--- src/rtl/opcode_sequencer_pkg.sv ---
// Shared definitions for the opcode sequencer.
//   - 5-bit opcode constants used by the sequencer and its users
//   - FSM state encoding (also exported on the debug port)
//   - helper that flags reserved opcodes
package opcode_sequencer_pkg;

  localparam int OP_W = 5;

  localparam logic [OP_W-1:0] OP_NOP   = 5'b00000;
  localparam logic [OP_W-1:0] OP_CALL  = 5'b11000;
  localparam logic [OP_W-1:0] OP_CALL2 = 5'b11001;
  localparam logic [OP_W-1:0] OP_RET   = 5'b11010;
  localparam logic [OP_W-1:0] OP_RET2  = 5'b11011;
  localparam logic [OP_W-1:0] OP_RTI   = 5'b11100;
  localparam logic [OP_W-1:0] OP_RTI2  = 5'b11101;
  localparam logic [OP_W-1:0] OP_INT1  = 5'b11110;
  localparam logic [OP_W-1:0] OP_INT2  = 5'b11111;

  typedef enum logic [2:0] {
    ST_NORMAL = 3'd0,
    ST_CALL2  = 3'd1,
    ST_RET2   = 3'd2,
    ST_RTI2   = 3'd3,
    ST_INT1   = 3'd4,
    ST_INT2   = 3'd5
  } state_t;

  // Second-part and interrupt opcodes are produced internally only; a fetch
  // of any of them is an illegal instruction.
  function automatic logic is_reserved(input logic [OP_W-1:0] op);
    return (op == OP_CALL2) || (op == OP_RET2) || (op == OP_RTI2) ||
           (op == OP_INT1)  || (op == OP_INT2);
  endfunction

endpackage

--- src/rtl/opcode_sequencer.sv ---
// Opcode sequencer: turns fetched opcodes into a registered issue stream for
// the control unit, expanding CALL/RET/RTI into two-part sequences, inserting
// a two-cycle interrupt sequence, and freezing on pipeline stalls.
//
// Ports
//   clk, reset          rising-edge clock, synchronous active-high reset
//   fetchedOpCode[4:0]  opcode in the fetch/decode register
//   fetchedValid        fetchedOpCode is a real instruction (0 = bubble)
//   stallIn             hazard stall, freezes the FSM
//   intReq              interrupt request (pulse or level)
//   opCode[4:0]         registered opcode to the control unit
//   pcHold              registered, fetch must not advance while 1
//   issueValid          registered, opCode is a real issue
//   intAck              registered pulse while opCode = OP_INT2
//   illegalOp           registered pulse after a reserved opcode fetch
//   dbg_state           current FSM state
//   dbg_int_pending     sticky interrupt-pending flag
//
// State meaning: CALL2/RET2/RTI2 hold the second part owed at the next edge.
// INT1 is the cycle showing OP_INT1 and INT2 the cycle showing OP_INT2; the
// edge leaving INT2 issues the instruction held in fetch during service.
//
// Handshake: there is no back-pressure on the issue side. When stallIn is
// high at an edge nothing is consumed and a bubble with pcHold=1 is issued;
// otherwise the fetched opcode is consumed at that edge only if the FSM is in
// NORMAL (without a pending interrupt) or INT2.
module opcode_sequencer
  import opcode_sequencer_pkg::*;
(
  input  logic            clk,
  input  logic            reset,
  input  logic [OP_W-1:0] fetchedOpCode,
  input  logic            fetchedValid,
  input  logic            stallIn,
  input  logic            intReq,
  output logic [OP_W-1:0] opCode,
  output logic            pcHold,
  output logic            issueValid,
  output logic            intAck,
  output logic            illegalOp,
  output state_t          dbg_state,
  output logic            dbg_int_pending
);

  state_t          state, state_nxt;
  logic            int_pending, int_pending_nxt;
  logic [OP_W-1:0] op_nxt;
  logic            hold_nxt, valid_nxt, ack_nxt, illegal_nxt;
  logic            take_fetch;

  always_comb begin
    state_nxt       = state;
    int_pending_nxt = int_pending | intReq;
    op_nxt          = OP_NOP;
    hold_nxt        = 1'b0;
    valid_nxt       = 1'b0;
    ack_nxt         = 1'b0;
    illegal_nxt     = 1'b0;
    take_fetch      = 1'b0;

    if (stallIn) begin
      hold_nxt = 1'b1;
    end else begin
      case (state)
        ST_NORMAL: begin
          // intReq is looked at directly so a single-cycle pulse is
          // serviced at the very edge it is seen.
          if (int_pending || intReq) begin
            op_nxt    = OP_INT1;
            valid_nxt = 1'b1;
            hold_nxt  = 1'b1;
            state_nxt = ST_INT1;
          end else begin
            take_fetch = 1'b1;
          end
        end
        ST_CALL2: begin
          op_nxt    = OP_CALL2;
          valid_nxt = 1'b1;
          state_nxt = ST_NORMAL;
        end
        ST_RET2: begin
          op_nxt    = OP_RET2;
          valid_nxt = 1'b1;
          state_nxt = ST_NORMAL;
        end
        ST_RTI2: begin
          op_nxt    = OP_RTI2;
          valid_nxt = 1'b1;
          state_nxt = ST_NORMAL;
        end
        ST_INT1: begin
          // Clearing wins over a simultaneous request; a request still
          // present in the INT2 cycle re-arms the flag for one more service.
          op_nxt          = OP_INT2;
          valid_nxt       = 1'b1;
          hold_nxt        = 1'b1;
          ack_nxt         = 1'b1;
          int_pending_nxt = 1'b0;
          state_nxt       = ST_INT2;
        end
        ST_INT2: begin
          // Held instruction goes first, even if another request is pending.
          take_fetch = 1'b1;
        end
        default: state_nxt = ST_NORMAL;
      endcase

      if (take_fetch) begin
        state_nxt = ST_NORMAL;
        if (fetchedValid) begin
          if (is_reserved(fetchedOpCode)) begin
            illegal_nxt = 1'b1;
          end else begin
            op_nxt    = fetchedOpCode;
            valid_nxt = 1'b1;
            case (fetchedOpCode)
              OP_CALL: begin hold_nxt = 1'b1; state_nxt = ST_CALL2; end
              OP_RET:  begin hold_nxt = 1'b1; state_nxt = ST_RET2;  end
              OP_RTI:  begin hold_nxt = 1'b1; state_nxt = ST_RTI2;  end
              default: ;
            endcase
          end
        end
      end
    end
  end

  always_ff @(posedge clk) begin
    if (reset) begin
      state       <= ST_NORMAL;
      int_pending <= 1'b0;
      opCode      <= OP_NOP;
      pcHold      <= 1'b0;
      issueValid  <= 1'b0;
      intAck      <= 1'b0;
      illegalOp   <= 1'b0;
    end else begin
      state       <= state_nxt;
      int_pending <= int_pending_nxt;
      opCode      <= op_nxt;
      pcHold      <= hold_nxt;
      issueValid  <= valid_nxt;
      intAck      <= ack_nxt;
      illegalOp   <= illegal_nxt;
    end
  end

  assign dbg_state       = state;
  assign dbg_int_pending = int_pending;

endmodule

--- config.mk ---
export PLATFORM = sky130hd
export DESIGN_NAME = opcode_sequencer
export DESIGN_NICKNAME = d
export VERILOG_FILES = /design/src/rtl/opcode_sequencer_pkg.sv /design/src/rtl/opcode_sequencer.sv
export SDC_FILE = /design/constraint.sdc
export NUM_CORES = 1
export LEC_CHECK = 0
export CAP_MARGIN = 20
export CORE_MARGIN = 4
export CORE_UTILIZATION = 44
export DETAILED_ROUTE_END_ITERATION = 10
export PLACE_DENSITY = 0.8
export REMOVE_ABC_BUFFERS = 1
export SLEW_MARGIN = 20
export SYNTH_ARGS = -nofsm -noshare
export SYNTH_HDL_FRONTEND = slang
export SYNTH_SLANG_ARGS = --single-unit
export TNS_END_PERCENT = 50
--- constraint.sdc ---
create_clock -name clk -period 3.4 [get_ports clk]
set_input_delay 0.85 -clock clk [delete_from_list [all_inputs] [get_ports clk]]
set_output_delay 0.85 -clock clk [all_outputs]
set_load 0.01 [all_outputs]
==> run_results.csv <==
group,metric,value,unit
hold_path,hold_start,"dbg_int_pending",
detailed_routing,wl_per_cell,12.66,microns
sta,tightest_slew,566.9,ps
clock_network,clk_pin_slew,80,ps
critical_path,slowest_delay,510,ps
place,numPortBuffers,22,
die,fp-row-count,13,
synth,synth_edf_count,0,
synth,synth.cell_area,608.1,sq um
synth,ys_types,28,
critical_path,worstPathMaxFanout,7,
clock_network,clock_latency,280,ps
synth,synth_common_cells,"13 x dfxtp_1, 8 x a21oi_1, 8 x nor2_1, 6 x nand2_1, 4 x nor3_1",
sta,holdWs,585.5,ps
sta,setup_violations,0,
layout,multiInputGateArea,312.8,sq um
grt,antenna_found_initial,0,
clock_network,cts_buffers,3,
sta,maxClockFrequency,436.5,MHz
sta,finalCritPeriodShare,0.6737,
layout,final-seq-area,260.3,sq um
flow_run,maxCapViolCount,0,
layout,drive_gt1_frac,0.1000,
layout,diodes,0,
layout,synthToLayoutAreaGrowth,39.09,%
detailed_routing,drt_iter0_drc,9,
power_and_ir_drop,p_per_area,399.8,nW/um^2
critical_path,cp.required,3600,ps
detailed_routing,vias_per_cell,5.390,
die,dieArea,2041,sq um
layout,design_area,845.8,sq um
sta,slew_viol_final,0,
synth,async_flop_share,0,
critical_path,crit_arrival,2490,ps
grt,grt_pass1_vias,525,
critical_path,cp-end-kind,"register",
critical_path,crit_cells,5,
layout,finalNonFillerCells,105,
grt,grt_max_degree,10,
layout,fin_nets,101,
synth,ys.warnings.count,0,
hold_path,whs_path_depth,2,
clock_network,cts_sinks,13,
critical_path,worst-path-buf-inv,1,
grt,grt_pass1_wl,2.325,mm
run_status,status,"complete, no violations",
clock_network,cts_root_buf,"clkbuf_4",
critical_path,crit_slowest_cell,"or4_4",
die,start_util,0.4673,
clock_network,clockBufferDepth,2,
critical_path,ff2ff_path_depth,4,
critical_path,path_class,"in -> reg",
detailed_routing,vias,566,
synth,synthFlopType,"dfxtp_1",
sta,period_needed,2291,ps
hold_path,hold_class,"reg -> reg",
critical_path,r2r_setup_slack,1670,ps
die,core_area,1301,sq um
critical_path,start_kind,"input pin",
power_and_ir_drop,irDropWorstVdd,269.3,uV
place,dpl.hpwl,1.020,mm
synth,yosysTopAreaCellShare,0.4280,
place,dpl.cell_count,101,
place,place_area,819.5,sq um
die,die_h,45.18,microns
power_and_ir_drop,p_leak,0.3083,nW
synth,syn_inst,69,
synth,synth_area_leaders,"dfxtp_1 43%, a21oi_1 6.6%, nor2_1 4.9%",
critical_path,reg2reg_from,"dbg_state[0]",
detailed_routing,firstDrtPassIters,4,
detailed_routing,wl,1.329,mm
sta,relSlewSlack,0.6186,
critical_path,path_cells,"clkdlybuf4s50_1 > or4_4 > a21oi_4 > nand4_4 > o32ai_2",
detailed_routing,final_antenna_net_count,0,
sta,hold_viol,0,
clock_network,htreeDepth,1,
critical_path,startpoint,"intReq",
synth,ys_ff_latch,13,
place,gp_routability_congestion,0.7767,
grt,overflow,0,
layout,finish.utilization,0.6500,
layout,fillers,121,
clock_network,post_cts_buffers,0,
synth,synth_top_cell_by_area,"dfxtp_1",
clock_network,cts_hold_buf,0,
critical_path,cpLargestDelayFamily,"simple AND/OR/NAND/NOR gates",
grt,grt_usage,0.1585,
clock_network,ctsResizeCount,0,
detailed_routing,drc,0,
synth,synth.most_common_cell,"dfxtp_1",
synth,yosysSeqAreaShare,0.4280,
die,dieWidth,45.18,microns
sta,rsz0062_at_grt,"false",
synth,syn_avg_cell_area,8.813,sq um
sta,fin_tns_setup,0,ps
clock_network,cts_tree,"built",
sta,finClkSkew,10.43,ps
die,io_pins,23,
-- final timing paths --
| check | endpoint |
|---|---|
| max | dbg_state[1] |
| min | dbg_int_pending |
| max reg2reg | dbg_state[1] |
| min reg2reg | dbg_int_pending |
-- cell type report --
class,count,area share
Multi-Input combinational cell,49,0.3698
Clock buffer,4,0.03107
Inverter,2,0.008876
Timing Repair Buffer,22,0.2604
Tap cell,15,0.02219
Sequential cell,13,0.3077
-- kinds of logic after synthesis --
logic type | synth area share
and+or+nand+nor | 0.2490
xor gates and xnor gates | 0.02881
muxes | 0.01646
buffers and inverters | 0.05761
DFF | 0.4280
AOI/OAI and AO/OA | 0.2202
-- sequential cells by signal (all words and copies together) (netlist names) --
register	cells
dbg_state	3
dbg_int_pending	1
opCode	5
issueValid	1
illegalOp	1
intAck	1
pcHold	1
-- routing by layer --
metal  wire [microns]  GRT usage  part of all wire  vias up
met4               17    0.07018             0.013        0
met1              591     0.1840              0.44      252
met3              110    0.06773             0.083        5
met5                0          0                 0        -
li1                 -          -                 -      290
met2              610     0.2514              0.46       19
-- stage by stage --
step	total power (W)	worst slack (ps)
2_1_floorplan	0.0002047	1371
3_3_place_gp	0.0002438	843.4
3_5_place_dp	0.0002447	811.1
4_1_cts	0.0003413	1110
5_1_grt	0.0003564	1030
6_report	0.0003381	1109
-- worst reg2reg max path, cell delays in order, from the launching register on --
cell,delay (ps)
dfxtp_1,400
or4_4,580
a21oi_4,280
nand4_4,140
o32ai_2,260
-- layout by cell type (no fill, tap or decap), types with 2 or more instances in the layout --
cell type,Yosys,final
clkdlybuf4s50_1,0,22
dfxtp_1,13,13
a21oi_1,8,8
nor2_1,8,8
nand2_1,6,6
nor3_1,4,4
nand3_1,3,3
clkbuf_4,0,3
inv_1,2,2
xnor2_1,2,2
a31oi_1,2,2
-- report_power, final --
group | switching [W] | total (W) | internal (W)
Clock | 0.0000513 | 0.0000969 | 0.0000455
Combinational | 0.0000351 | 0.0000737 | 0.0000387
Sequential | 0.00000640 | 0.000168 | 0.000161
Total | 0.0000928 | 0.000338 | 0.000245
No activity file was read; power rests on OpenSTA's default activity.
